==> config.mk <==
export PLATFORM = sky130hd
export DESIGN_NAME = clk_div_prog
export DESIGN_NICKNAME = d
export VERILOG_FILES = /design/src/rtl/clk_div_prog.sv
export SDC_FILE = /design/constraint.sdc
export NUM_CORES = 1
export LEC_CHECK = 0
export BUFFER_PORTS_ARGS = -buffer_cell sky130_fd_sc_hd__buf_2
export CELL_PAD_IN_SITES_DETAIL_PLACEMENT = 1
export CELL_PAD_IN_SITES_GLOBAL_PLACEMENT = 1
export CORE_AREA = 2 2 110 80
export DETAILED_ROUTE_END_ITERATION = 6
export DIE_AREA = 0 0 112 82
export PLACE_DENSITY = 0.81
export SLEW_MARGIN = 20
export SYNTH_ARGS = -nofsm -noshare
export SYNTH_HDL_FRONTEND = slang
export SYNTH_SLANG_ARGS = --single-unit
==> constraint.sdc <==
create_clock -name clk -period 4.11 [get_ports clk]
set_input_delay 0.6165 -clock clk [delete_from_list [all_inputs] [get_ports clk]]
set_output_delay 0.6165 -clock clk [all_outputs]
set_load 0.01 [all_outputs]
==> src/rtl/clk_div_prog.sv <==
// Runtime-programmable clock divider: registered divided clock plus period tick strobe.
// Latency: outputs registered; a captured divisor takes effect at the next enabled wrap.
// Backpressure: none; en=0 freezes counter and clock output, and forces tick low.
//
// Ports:
//   clk, rst     - system clock, asynchronous active-high reset
//   en           - count enable
//   div_in       - requested divisor (0 and 1 are clamped to 2)
//   div_load     - one-cycle strobe capturing div_in as the pending divisor
//   clk_spori    - divided clock, high ceil(D/2) and low floor(D/2) cycles
//   tick         - one-cycle strobe in the first cycle of each new period
//   div_active   - divisor currently in use
//   div_pending  - a captured divisor is waiting for the next period boundary
//   sync         - (only with CLK_DIV_PROG_SYNC_EN) restart the period at cnt=0
//
// Optional feature macro: CLK_DIV_PROG_SYNC_EN adds the sync input for
// phase-aligning several dividers.
module clk_div_prog #(
  parameter int WIDTH       = 16,
  parameter int DIV_DEFAULT = 2
) (
  input  logic             clk,
  input  logic             rst,
`ifdef CLK_DIV_PROG_SYNC_EN
  input  logic             sync,
`endif
  input  logic             en,
  input  logic [WIDTH-1:0] div_in,
  input  logic             div_load,
  output logic             clk_spori,
  output logic             tick,
  output logic [WIDTH-1:0] div_active,
  output logic             div_pending
);

  localparam logic [WIDTH-1:0] ONE     = WIDTH'(1);
  localparam logic [WIDTH-1:0] TWO     = WIDTH'(2);
  localparam logic [WIDTH-1:0] DIV_RST = WIDTH'(DIV_DEFAULT);

  logic [WIDTH-1:0] cnt;
  logic [WIDTH-1:0] cnt_next;
  logic [WIDTH-1:0] half;
  logic [WIDTH-1:0] pend_val;
  logic [WIDTH-1:0] load_val;
  logic             wrap;
  logic             restart;
  logic             apply;

  always_comb begin
    half     = div_active >> 1;
    wrap     = (cnt == (div_active - ONE));
    cnt_next = wrap ? '0 : (cnt + ONE);
    load_val = (div_in < TWO) ? TWO : div_in;
`ifdef CLK_DIV_PROG_SYNC_EN
    restart  = sync;
`else
    restart  = 1'b0;
`endif
    // A divisor is only swapped in where a fresh period begins at cnt=0,
    // so no truncated or stretched period ever reaches clk_spori.
    apply    = div_pending && (restart || (en && wrap));
  end

  // Counter and output waveform
  always_ff @(posedge clk or posedge rst) begin
    if (rst) begin
      cnt       <= '0;
      clk_spori <= 1'b0;
      tick      <= 1'b0;
    end else if (restart) begin
      cnt       <= '0;
      clk_spori <= 1'b0;
      tick      <= 1'b0;
    end else if (en) begin
      cnt       <= cnt_next;
      clk_spori <= (cnt_next >= half);
      tick      <= wrap;
    end else begin
      tick      <= 1'b0;
    end
  end

  // Divisor capture and apply. A load on the same edge as an apply lands in
  // the pending register after the swap, so it waits for the following
  // boundary and div_pending stays set.
  always_ff @(posedge clk or posedge rst) begin
    if (rst) begin
      div_active  <= DIV_RST;
      pend_val    <= DIV_RST;
      div_pending <= 1'b0;
    end else begin
      if (apply) begin
        div_active <= pend_val;
      end
      if (div_load) begin
        pend_val    <= load_val;
        div_pending <= 1'b1;
      end else if (apply) begin
        div_pending <= 1'b0;
      end
    end
  end

endmodule

Word level (Yosys, flattened, before mapping)
Cells that the tools add are included.
Word-level totals
  flip-flop bits (word level): 51
  bits in latches: 0
  memory bits (writable): 0
  ROM bits: 0
  input port bits: 20
  word-level logic and storage cells: 19
  memories: 0
Operators by class
  $add $sub $neg: 2
  $mul: 0
  divide/modulo/power cells: 0
  $lt $le $gt $ge: 2
  equal/unequal tests: 1
  shift operators: 0
  muxes and demuxes: 5
  bitwise operators: 0
  reduce and logical (&&, ||, !) cells: 3
Operators with widths (number)
  two-way mux 16 bit: 2
  adder 16 x 1 -> 16 bit, second input constant: 1
  == test 16 bit: 1
  >= comparator 16 x 15 -> 1 bit: 1
  less-than comparator 16 x 2 -> 1 bit, second input constant: 1
  subtractor 16 x 1 -> 16 bit, second input constant: 1
  two-way mux 1 bit: 3
  logical AND 1 bit: 2
  nonzero test 2 bit: 1

Longest topological paths before layout
  depth after elaboration: 6
  depth in mapped cells: 17

Worst setup path after synthesis
No wires, ideal clock.
  kind: register to register
  start: reg div_active[0]
  end: reg clk_spori
  setup time: 134 ps
  data arrival time: 3692 ps
  setup slack: 285 ps
  cell stages (with the launch flop): 17
  buffers on the path: 2
  period minus slack after synthesis: 3825 ps
  cells stage by stage: dfrtp_1 inv_1 ha_1 or3b_1 clkbuf_1 a2111oi_0 o2111ai_1 nor3_2 buf_2 nor2_1 ha_1 o21a_1 o21a_1 o2111ai_1 o21ai_0 a21oi_1 a21oi_1
On the way
  longest elaborated chain between the ends: 4
RTL lines
  from (decl): RTL line 32  | output logic [WIDTH-1:0] div_active,
  from (signal assigned): RTL line 93  | div_active <= pend_val;
  subtractor 16 x 1 -> 16 bit: RTL line 51  | wrap = (cnt == (div_active - ONE));
  == test 16 bit: RTL line 51
  two-way mux 16 bit: RTL line 52  | cnt_next = wrap ? '0 : (cnt + ONE);
  net cnt_next[10]: RTL line 41  | logic [WIDTH-1:0] cnt_next;
  >= comparator 16 x 15 -> 1 bit: RTL line 76  | clk_spori <= (cnt_next >= half);
  to (signal assigned): RTL line 76
  to (decl): RTL line 30  | output logic clk_spori,
The timed path passes the listed nets, and every way through them passes these cells.
A chain may end at the register's enable or synchronous reset.

Final worst setup path
Ends and elaborated chain as after synthesis.

==> flow_summary.yaml <==
setup_path:
  cp_common_cell: "a21oi_1"
  max_stage_delay_ps: 460
  worstPathArrival_ps: 4040
  critical_path_class: "register to register"
  path_cells: "inv_1, ha_2, nor3b_1, a31oi_1, nor4b_1, o2111ai_1, nor3_2, buf_6, a21oi_1, ha_1, o21a_1, o21a_1, o2111ai_1, o21ai_0, a21oi_1, a21oi_1"
  critical-path-slowest-cell: "nor3b_1"
  start_kind: "register"
  critical_path_rt_ps: 4280
  worstSetupEndpointType: "register"
  cp_max_fo: 18
  regToRegSetupSlack_ps: 240
floorplanning:
  placement_rows: 28
  top_level_ports: 39
  start_util_pct: 41.5
  chipWidth_um: 112
  die_footprint_mm2: 0.00918
  placeableCoreArea_mm2: 0.00820
  dieHeight_um: 82
clocking:
  clk_pin_slew_ps: 80
  cts_post_setup_buffers_inserted: 0
  cts_made_buffers: 5
  cts_tree: "yes"
  numClockSinks: 51
  clkLatencyLatePin_ps: 300
  postCtsResizedCells: 0
  clk_root_buffer_cell: "clkbuf_16"
  cts-root-to-sink-buffers: 2
  h-tree-depth: 2
  cts-hold-fix-buffers: 0
cells_and_area:
  design_area_mm2: 0.00388
  post_route_cells_drive_above_1_share_pct: 26.6
  final-instance-count-excl-fill: 485
  areaGrowthSynthToFinish_pct: 14.0
  nFillCells: 958
  core_utilization_of_the_finished_layout_pct: 47.4
  finish.net_count: 416
  final_antenna_diode_count: 0
synth:
  syn_inst: 349
  portion_of_synthesized_cell_area_occupied_by_the_leading_cell_type_pct: 36.0
  post_synth_main_area_contributors: "dfrtp_1 (36%), mux2_2 (6.6%), ha_1 (6.2%)"
  async_reset_ff_share_pct: 100
  postSynthAreaPerCell_um2: 9.76
  synth_commonest_cells: "dfrtp_1 (49), nor2_1 (26), inv_1 (22)"
  mappedNetlistArea_mm2: 0.00340
  yosysSeqAreaShare_pct: 37.6
  synthDominantAreaCellType: "dfrtp_1"
  synth_cell_type_count: 58
  ys_seq_elements: 51
  cell_with_the_most_instances_after_synthesis: "dfrtp_1"
  synth_edf_count: 0
  synth_warnings: 0
  ys.flop_type: "dfrtp_1"
  syn-num-nets: 386
timing:
  fmaxAchievable_ghz: 0.259
  setup_slack_ps: 242
  fin_crit_sh_pct: 94.1
  post-route-min-period_ps: 3870
  timing_hold_violations_final: 0
  tightest_slew_ps: 903
  worst_clock_skew_ps: 11.4
  setup_violations: 0
  drv_slew: 0
  max-slew-margin-rel_pct: 39.8
pwr:
  p_leak_nw: 1.72
  power_density_mw_per_mm2: 698
  power.sequential.fraction_pct: 32.1
  proportion_of_power_drawn_by_the_clock_network_pct: 18.7
  net-switching-power_mw: 1.18
  switching_share_pct: 43.6
  comb_power_share_pct: 49.2
  ir_drop_mv: 0.418
  p_total_mw: 2.71
  internal_portion_of_total_power_mw: 1.53
drt:
  route.detailed.drc: 0
  vias: 2816
  detail_route.vias_per_cell: 5.81
  totalWireLength_mm: 9.86
  drt_first_pass_iters: 4
  first_iter_violations: 208
  wire_per_inst_um: 20.3
  final_antenna_net_count: 0
flow_run:
  cap_violations: 0
grt:
  grt_start_max_net_pins: 52
  grt.overflow.total: 0
  first_global_vias: 3024
  grt_pass1_wl_mm: 16.2
  globalRouteTotalUtil_pct: 22.4
  grt_antenna_before_repair: 0
place:
  io_buffer_count: 38
  post-dp-hpwl_mm: 6.96
  postPlaceCellArea_mm2: 0.00367
  numPlacedInstances: 477
  gp_congestion: 0.899
  placement.setup.worst_slack_ps: 133
outcome:
  run_status: "complete, no violations"
min_path:
  holdCritPathClass: "input port to async pin"
==> power groups by stage <==
stage               clock [mW]  combinational (mW)  sequential, mW
detailed placement           0                1.25           0.864
global route             0.531                1.46           0.892
CTS                      0.512                1.28           0.859
finish                   0.508                1.33           0.869
global placement             0                1.18           0.856
floorplan                    0               0.928           0.789
==> per-layer routing <==
layer / vias to the layer above / part of all wire [%] / GRT usage, %
met5: - / 0 / 0
met4: 0 / 1.3 / 4.51
met3: 13 / 5.0 / 4.80
met2: 62 / 46 / 36.7
met1: 1432 / 48 / 31.1
li1: 1309 / - / -
==> cells in the final DEF (no fill, tap or decap), types with 3 or more instances in the layout <==
cell type	netlist	final
ha_1	17	16
nor2b_1	3	3
mux2_4	9	9
buf_4	0	5
nand4_1	4	4
mux2i_1	5	5
mux2_2	20	20
nand3_1	10	10
o21a_1	4	4
nand2b_1	3	3
nor2_1	26	26
a21o_1	3	3
o2111ai_1	3	3
o22ai_1	4	4
clkbuf_16	0	5
dfrtp_1	49	49
or2_2	5	5
nor4_1	7	7
nor4b_1	3	3
nand2_1	17	17
or3_1	4	4
o31ai_1	3	3
xnor2_1	19	19
nor3_1	15	14
inv_1	22	21
buf_2	5	38
and4_1	5	5
and3_1	5	5
o21ai_0	12	12
xor2_1	12	12
a21oi_1	8	8
==> cell type report <==
| type | instances | area [µm²] | share of cell area, % |
|---|---|---|---|
| repair buffers | 44 | 239 | 6.16 |
| clock buffers | 6 | 139 | 3.58 |
| inverters | 22 | 83.8 | 2.16 |
| clock inverters | 2 | 38.8 | 0.999 |
| flip-flops and latches | 51 | 1280 | 32.9 |
| multi-input cells | 255 | 1970 | 50.8 |
| well taps | 105 | 131 | 3.38 |
==> path summary, 6_finish.rpt <==
check / cells past startpoint / from / to
worst max-delay path: 16 / div_active[0] / clk_spori
worst min-delay path: 2 / rst / div_active[0]
worst max register to register: 16 / div_active[0] / clk_spori
worst min register to register: 1 / pend_val[8] / div_active[8]
max in group asynchronous: 2 / rst / cnt[15]
min in group clk: 1 / pend_val[8] / div_active[8]
==> logic make-up (layout without fill, tap and decap cells) <==
kind of cell | Yosys count | after routing | synth area share [%]
DFF | 51 | 51 | 37.6
xor gates and xnor gates | 31 | 31 | 7.97
AOI/OAI and AO/OA | 57 | 57 | 11.8
buffers and inverters | 43 | 74 | 5.26
adders and majority gates | 17 | 17 | 6.25
and+or+nand+nor | 116 | 116 | 19.1
muxes | 34 | 34 | 12.1
==> per-stage QoR <==
step	hold slack, ps	TNS, ps
2_1_floorplan	475	0
3_3_place_gp	486	0
3_5_place_dp	490	0
4_1_cts	507	0
5_1_grt	528	-0.950
6_report	480	0
==> flip-flops by register name, indices dropped and copies added, names as in the netlist <==
signal,cells
clk_spori,1
tick,1
pend_val,16
cnt,16
div_active,16
div_pending,1
==> worst max-delay path, delay by kind of cell (launching register included) <==
kind / cells / cell delay, ps
compound gates: 9 / 1430
fa+ha+maj: 2 / 530
buf+inv: 2 / 320
flops: 1 / 450
simple gates: 3 / 1000
(Power assumes the default switching activity.)
